==> config.mk <==
export PLATFORM = sky130hd
export DESIGN_NAME = bcd_converter_seq
export DESIGN_NICKNAME = d
export VERILOG_FILES = /design/src/rtl/bcd_converter_seq.sv
export SDC_FILE = /design/constraint.sdc
export NUM_CORES = 1
export LEC_CHECK = 0
export BUFFER_PORTS_ARGS = -buffer_cell sky130_fd_sc_hd__buf_2
export CORE_UTILIZATION = 58
export CTS_BUF_LIST = sky130_fd_sc_hd__clkbuf_8
export DETAILED_ROUTE_END_ITERATION = 10
export GPL_TIMING_DRIVEN = 0
export PLACE_DENSITY = 0.92
export SYNTH_ARGS = -nofsm -noshare
export SYNTH_HDL_FRONTEND = slang
export SYNTH_SLANG_ARGS = --single-unit
==> constraint.sdc <==
create_clock -name clk -period 2 [get_ports clk]
set_input_delay 0.2 -clock clk [delete_from_list [all_inputs] [get_ports clk]]
set_output_delay 0.2 -clock clk [all_outputs]
set_load 0.02 [all_outputs]
==> src/rtl/bcd_converter_seq.sv <==
// Sequential binary-to-BCD converter (double-dabble, one shift per clock)
// with valid/ready handshakes on both sides and an overflow flag.
module bcd_converter_seq #(
    parameter int BIN_W  = 8,
    parameter int DIGITS = 3
) (
    input  logic                  clk,
    input  logic                  rst_n,
    input  logic                  in_valid,
    output logic                  in_ready,
    input  logic [BIN_W-1:0]      in_bin,
    output logic                  out_valid,
    input  logic                  out_ready,
    output logic [4*DIGITS-1:0]   out_bcd,
    output logic                  out_ovf,
    output logic [1:0]            dbg_state
);

    localparam int BCD_W = 4 * DIGITS;
    localparam int CNT_W = $clog2(BIN_W + 1);

    // Handshake rule: a transfer happens on a rising edge where valid and
    // ready are both high; ready/valid here depend on registered state only.
    typedef enum logic [1:0] {
        ST_IDLE  = 2'd0,
        ST_SHIFT = 2'd1,
        ST_DONE  = 2'd2
    } state_t;

    state_t             state_q, state_d;
    logic [BIN_W-1:0]   bin_q, bin_d;
    logic [BCD_W-1:0]   bcd_q, bcd_d;
    logic               ovf_q, ovf_d;
    logic [CNT_W-1:0]   cnt_q, cnt_d;
    logic [BCD_W-1:0]   out_bcd_q, out_bcd_d;
    logic               out_ovf_q, out_ovf_d;

    logic [BCD_W-1:0]   adj;
    logic [BCD_W-1:0]   bcd_sh;
    logic               ovf_sh;

    always_comb begin
        adj = bcd_q;
        for (int i = 0; i < DIGITS; i++) begin
            if (bcd_q[4*i +: 4] >= 4'd5) begin
                adj[4*i +: 4] = bcd_q[4*i +: 4] + 4'd3;
            end
        end
        // The bit leaving the top digit is the carry into a digit we do not keep.
        bcd_sh = {adj[BCD_W-2:0], bin_q[BIN_W-1]};
        ovf_sh = ovf_q | adj[BCD_W-1];
    end

    always_comb begin
        state_d   = state_q;
        bin_d     = bin_q;
        bcd_d     = bcd_q;
        ovf_d     = ovf_q;
        cnt_d     = cnt_q;
        out_bcd_d = out_bcd_q;
        out_ovf_d = out_ovf_q;
        case (state_q)
            ST_IDLE: begin
                if (in_valid) begin
                    bin_d   = in_bin;
                    bcd_d   = '0;
                    ovf_d   = 1'b0;
                    cnt_d   = CNT_W'(BIN_W);
                    state_d = ST_SHIFT;
                end
            end
            ST_SHIFT: begin
                bcd_d = bcd_sh;
                ovf_d = ovf_sh;
                bin_d = bin_q << 1;
                cnt_d = cnt_q - CNT_W'(1);
                if (cnt_q == CNT_W'(1)) begin
                    out_bcd_d = bcd_sh;
                    out_ovf_d = ovf_sh;
                    state_d   = ST_DONE;
                end
            end
            ST_DONE: begin
                if (out_ready) begin
                    state_d = ST_IDLE;
                end
            end
            default: state_d = ST_IDLE;
        endcase
    end

    always_ff @(posedge clk or negedge rst_n) begin
        if (!rst_n) begin
            state_q   <= ST_IDLE;
            bin_q     <= '0;
            bcd_q     <= '0;
            ovf_q     <= 1'b0;
            cnt_q     <= '0;
            out_bcd_q <= '0;
            out_ovf_q <= 1'b0;
        end else begin
            state_q   <= state_d;
            bin_q     <= bin_d;
            bcd_q     <= bcd_d;
            ovf_q     <= ovf_d;
            cnt_q     <= cnt_d;
            out_bcd_q <= out_bcd_d;
            out_ovf_q <= out_ovf_d;
        end
    end

    assign in_ready  = (state_q == ST_IDLE);
    assign out_valid = (state_q == ST_DONE);
    assign out_bcd   = out_bcd_q;
    assign out_ovf   = out_ovf_q;
    assign dbg_state = state_q;

endmodule

; Word-level counts from Yosys, hierarchy flattened
; Index checks and enable logic that the tools add are counted.
[totals]
mem_bits_ro = 0
word_cells = 41
ramBits = 0
latch_bits = 0
ff_bits = 40
memories = 0
output_inout_bits = 17
[op_classes]
eq_ne = 6
shift = 0
reduce_logical = 5
mux = 15
bitwise = 1
magnitude_cmp = 3
add_sub_neg = 4
n_mul = 0
div = 0
[op_table]
columns = operator, n
row1 = $pmux 12 s2, 1
row2 = $mux 4, 4
row3 = $pmux 8 s2, 1
row4 = $add 4x2->4 const B, 3
row5 = $ge 4x3->1 const B, 3
row6 = $mux 12, 1
row7 = $mux 8, 1
row8 = $pmux 4 s2, 1
row9 = $mux 2, 3
row10 = $pmux 2 s3, 1
row11 = $eq 4x1->1 const B, 1
row12 = $ne 2x2->1 const B, 2
row13 = $reduce_and 2->1, 2
row14 = $sub 4x1->4 const B, 1
row15 = $reduce_and 3->1, 1
row16 = $eq 2x1->1 const B, 1
row17 = $eq 2x2->1 const B, 1
row18 = $logic_not 2->1, 1
row19 = $ne 2x1->1 const B, 1
row20 = $pmux 1 s2, 1
row21 = $reduce_bool 2->1, 1
row22 = $mux 1, 1
row23 = $or 1x1->1, 1

; Logic depth before layout (Yosys ltp)
[depth]
word_depth = 4
depth_mapped = 7
mapped_depth_nobuf = 6

; Least setup slack after synthesis
; Ideal clock, no wire load.
[synth_path]
path_kind = register to register
startpoint = register bcd_q[0]
endpoint = register out_bcd_q[2] (netlist: out_bcd[2])
synth_period_minus_slack_ns = 1.492
arrival_ns = 1.367
path_stages_with_launch = 7
path_slack_ns = 0.508
setup_ns = 0.125
cell_sequence = dfrtp_1 -> inv_1 -> ha_1 -> nand2b_1 -> a21oi_1 -> mux2i_1 -> mux2_4
[synth_via]
elab_chain_len = 2
elab_cells_between_ends = 3
cone_classes = 1 x add/sub / 1 x order compare / 1 x mux
[synth_lines]
columns = element, line_no
row1 = "start, declared", 32  ; logic [BCD_W-1:0] bcd_q, bcd_d;
row2 = "start signal, assigned", 96  ; bcd_q <= '0;
row3 = "start signal, assigned", 104  ; bcd_q <= bcd_d;
row4 = $add 4x2->4 / $ge 4x3->1 (equally long branches), "46, 45"
row5 = $mux 4 *, 45  ; if (bcd_q[4*i +: 4] >= 4'd5) begin
row6 = "end signal, assigned", 107  ; out_bcd_q <= out_bcd_d;
row7 = "end, declared", 35  ; logic [BCD_W-1:0] out_bcd_q, out_bcd_d;
; Mark *: on every way between the ends. The rest lies on a longest branch, timed or not.
; A chain may end at the register's enable or synchronous reset.

; Worst setup path after layout
[layout_path]
startpoint = register state_q[0] (netlist: dbg_state[0])
endpoint = output port out_valid
[layout_via]
elab_chain_len = 1
[layout_lines]
columns = element, line_no
row1 = "start, declared", 30  ; state_t state_q, state_d;
row2 = "start signal, assigned", 102  ; state_q <= state_d;
row3 = $eq 2x2->1, 113  ; assign out_valid = (state_q == ST_DONE);
row4 = "end, declared", 12  ; output logic out_valid,
; Every way passes these cells.

==> run_results.csv <==
group,metric,value,unit
power,power_density,1710,mW/mm^2
synth,ys.flop_type,"dfrtp_1",
timing,worst_pin_slew,0.865,ns
critical_path,crit_fanout,10,
critical_path,cp_cell_sequence,"clkbuf_1 > nand2b_1 > inv_1 > buf_2",
critical_path,required,1.80,ns
clock_tree,clock_latency,0.30,ns
synth,syn_nets,217,
clock_tree,hold_buffers,0,
clock_tree,path_clk_slew,0.07,ns
synth,synth-edff-count,0,
critical_path,crit_family,"buffers and inverters",
power,leakagePower,1.07,nW
timing,fin_crit,1.67,ns
drt,first_pass_iters,6,
clock_tree,cts-root-buf,"clkbuf_8",
synth,syn_area,0.00194,sq mm
critical_path,start_kind,"register",
hold_path,min_path_type,"input pin to asynchronous set/reset pin",
final_layout,n_antenna_cell,0,
timing,hold_viol_final,0,
critical_path,crit_arrival,1.47,ns
timing,setup_viol,0,
clock_tree,cts_tree,"built",
critical_path,cp.buffers_inverters,3,
drt,remaining_drc_errors,0,
drt,via_per_inst,5.52,
synth,synth_seq_cells,40,
die,die_w,59.9,um
grt,grt_pass1_vias,1446,
final_layout,final_cells,277,
final_layout,nFillCells,244,
placed_design,place_area,0.00214,sq mm
drt,routedWlPerCell,13.7,um
clock_tree,cts_buffers,5,
drt,wirelength,3.80,mm
die,dieArea,0.00359,sq mm
power,ir_drop,0.820,mV
final_layout,drive_gt1_share,20.2,%
timing,fmax,0.597,GHz
grt,grt_use_total,25.0,%
final_layout,post-route-cell-area,0.00225,sq mm
placed_design,dp_cells,269,
timing,fin_worst_skew,0.00816,ns
timing,finalSetupTns,0,ns
drt,vias,1529,
timing,relSlewSlack,42.3,%
die,io_pins,29,
die,row_count,20,
clock_tree,cts_buffer_depth,2,
grt,overflow,0,
synth,syn_avg_cell_area,9.87,sq um
synth,netlist_instances,197,
die,initial_utilization,62.2,%
critical_path,critPathCaptureType,"output pin",
critical_path,critPathSlowestCell,"dfrtp_1",
placed_design,dp_hpwl,2.70,mm
final_layout,fin_nets,252,
drt,drt-initial-drc-count,59,
grt,grt_pass1_wl,6.36,mm
synth,async_flop_share,100,%
placed_design,portBuffers,28,
status,outcome,"complete, no violations",
die,dieHeight,59.9,um
timing,timing.hold.ws,0.0169,ns
timing,fin_crit_sh,83.7,%
drt,ant_nets,0,
critical_path,critical_path_class,"register to output pin",
grt,grt_max_degree,41,
timing,grt_setup_unrepaired,"false",
job,cap_viol_max_count,0,
placed_design,finalWeightedCongestion,0.788,
synth,synth-seq-area-share,51.5,%
final_layout,area_growth,15.6,%
clock_tree,ctsResizeCount,0,
synth,ys_types,28,
die,core,0.00313,sq mm
timing,drv_slew,0,
grt,antenna_found_initial,0,
clock_tree,post_cts_buffers,0,
critical_path,critPathMaxStageDelay,0.43,ns
clock_tree,cts_htree_levels,2,
synth,synthesis.yosys.warnings,0,
clock_tree,clock-sinks,40,
-- synth_stat cells, types with 2 or more instances --
master	n	area share [%]
dfrtp_1	40	51
nand3_1	3	0.77
nand2_1	26	5.0
clkbuf_1	4	0.77
ha_1	8	5.1
mux2i_1	3	1.5
a21oi_1	19	4.9
o21ai_0	32	8.2
nand2b_1	5	1.6
mux2_4	2	1.5
nor2b_1	2	0.64
buf_2	3	0.77
inv_1	9	1.7
mux2_2	3	1.7
a22oi_1	2	0.77
nor3_1	4	1.0
a22o_1	5	2.3
xnor2_1	3	1.4
nor3b_1	12	4.6
nor2_1	4	0.77
-- registers in the layout (all words and copies together), names as in the netlist --
register,flops
cnt_q,4
bcd_q,12
out_bcd,12
dbg_state,2
ovf_q,1
out_ovf,1
bin_q,8
-- cells by family (layout without fill, tap and decap cells) --
| family | after synthesis | in the layout | share of synthesized area [%] |
|---|---|---|---|
| adder cells (fa/ha/maj) | 8 | 8 | 5.15 |
| buffers and inverters | 19 | 55 | 4.44 |
| AND/OR/NAND/NOR | 59 | 59 | 15.8 |
| XOR/XNOR | 3 | 3 | 1.35 |
| AO/OA/AOI/OAI | 60 | 60 | 16.9 |
| multiplexers | 8 | 8 | 4.83 |
| flip-flops | 40 | 40 | 51.5 |
-- worst paths after layout --
path,slack [ns],start,endpoint,cells past startpoint
min in group clk,0.08,out_ready,dbg_state[1],2
hold reg to reg,0.48,out_bcd[5],out_bcd[5],2
max in group asynchronous,1.45,rst_n,bcd_q[6],1
hold / removal,0.02,rst_n,bcd_q[5],1
setup / recovery,0.33,dbg_state[0],out_valid,4
setup reg to reg,0.34,bcd_q[8],out_bcd[10],6
-- where the power goes --
group	internal, mW	switching, mW
logic	0.730	1.02
clock network	0.365	0.274
registers	1.16	0.285
total	2.26	1.57
-- metal layers --
metal / track usage [%] / vias up / wire, um
li1: - / 755 / -
met1: 30.7 / 720 / 1790
met2: 40.5 / 46 / 1780
met3: 8.23 / 8 / 180
met4: 10.3 / 0 / 56
met5: 0 / - / 0
-- stage by stage --
| stage | total power [mW] | setup WS (ns) | utilization, % |
|---|---|---|---|
| finish | 3.83 | 0.326 | 71.8 |
| CTS | 3.87 | 0.318 | 71.8 |
| floorplan | 2.71 | 0.508 | - |
| global route | 4.17 | 0.191 | 71.8 |
| global placement | 3.11 | 0.388 | 68.4 |
| detailed placement | 3.21 | 0.353 | 68.4 |
-- final cells by class --
type	instances	area (sq um)	share of cell area (%)
Tap cell	44	55.1	2.45
Clock inverter	3	38.8	1.73
Inverter	10	37.5	1.67
Multi-Input combinational cell	138	857	38.1
Buffer	9	48.8	2.17
Clock buffer	5	68.8	3.06
Sequential cell	40	1000	44.5
Timing Repair Buffer	28	140	6.24
-- cells in the final DEF (no fill, tap or decap), types with 4 or more instances in the layout --
| cell type | synthesis | layout |
|---|---|---|
| inv_1 | 9 | 10 |
| nor2_1 | 4 | 4 |
| buf_2 | 3 | 31 |
| a21oi_1 | 19 | 19 |
| clkbuf_1 | 4 | 4 |
| clkbuf_8 | 0 | 5 |
| nand2b_1 | 5 | 5 |
| dfrtp_1 | 40 | 40 |
| ha_1 | 8 | 8 |
| nor3_1 | 4 | 4 |
| nand2_1 | 26 | 26 |
| a22o_1 | 5 | 5 |
| nor3b_1 | 12 | 12 |
| o21ai_0 | 32 | 32 |
No activity file was read; power rests on OpenSTA's default activity.
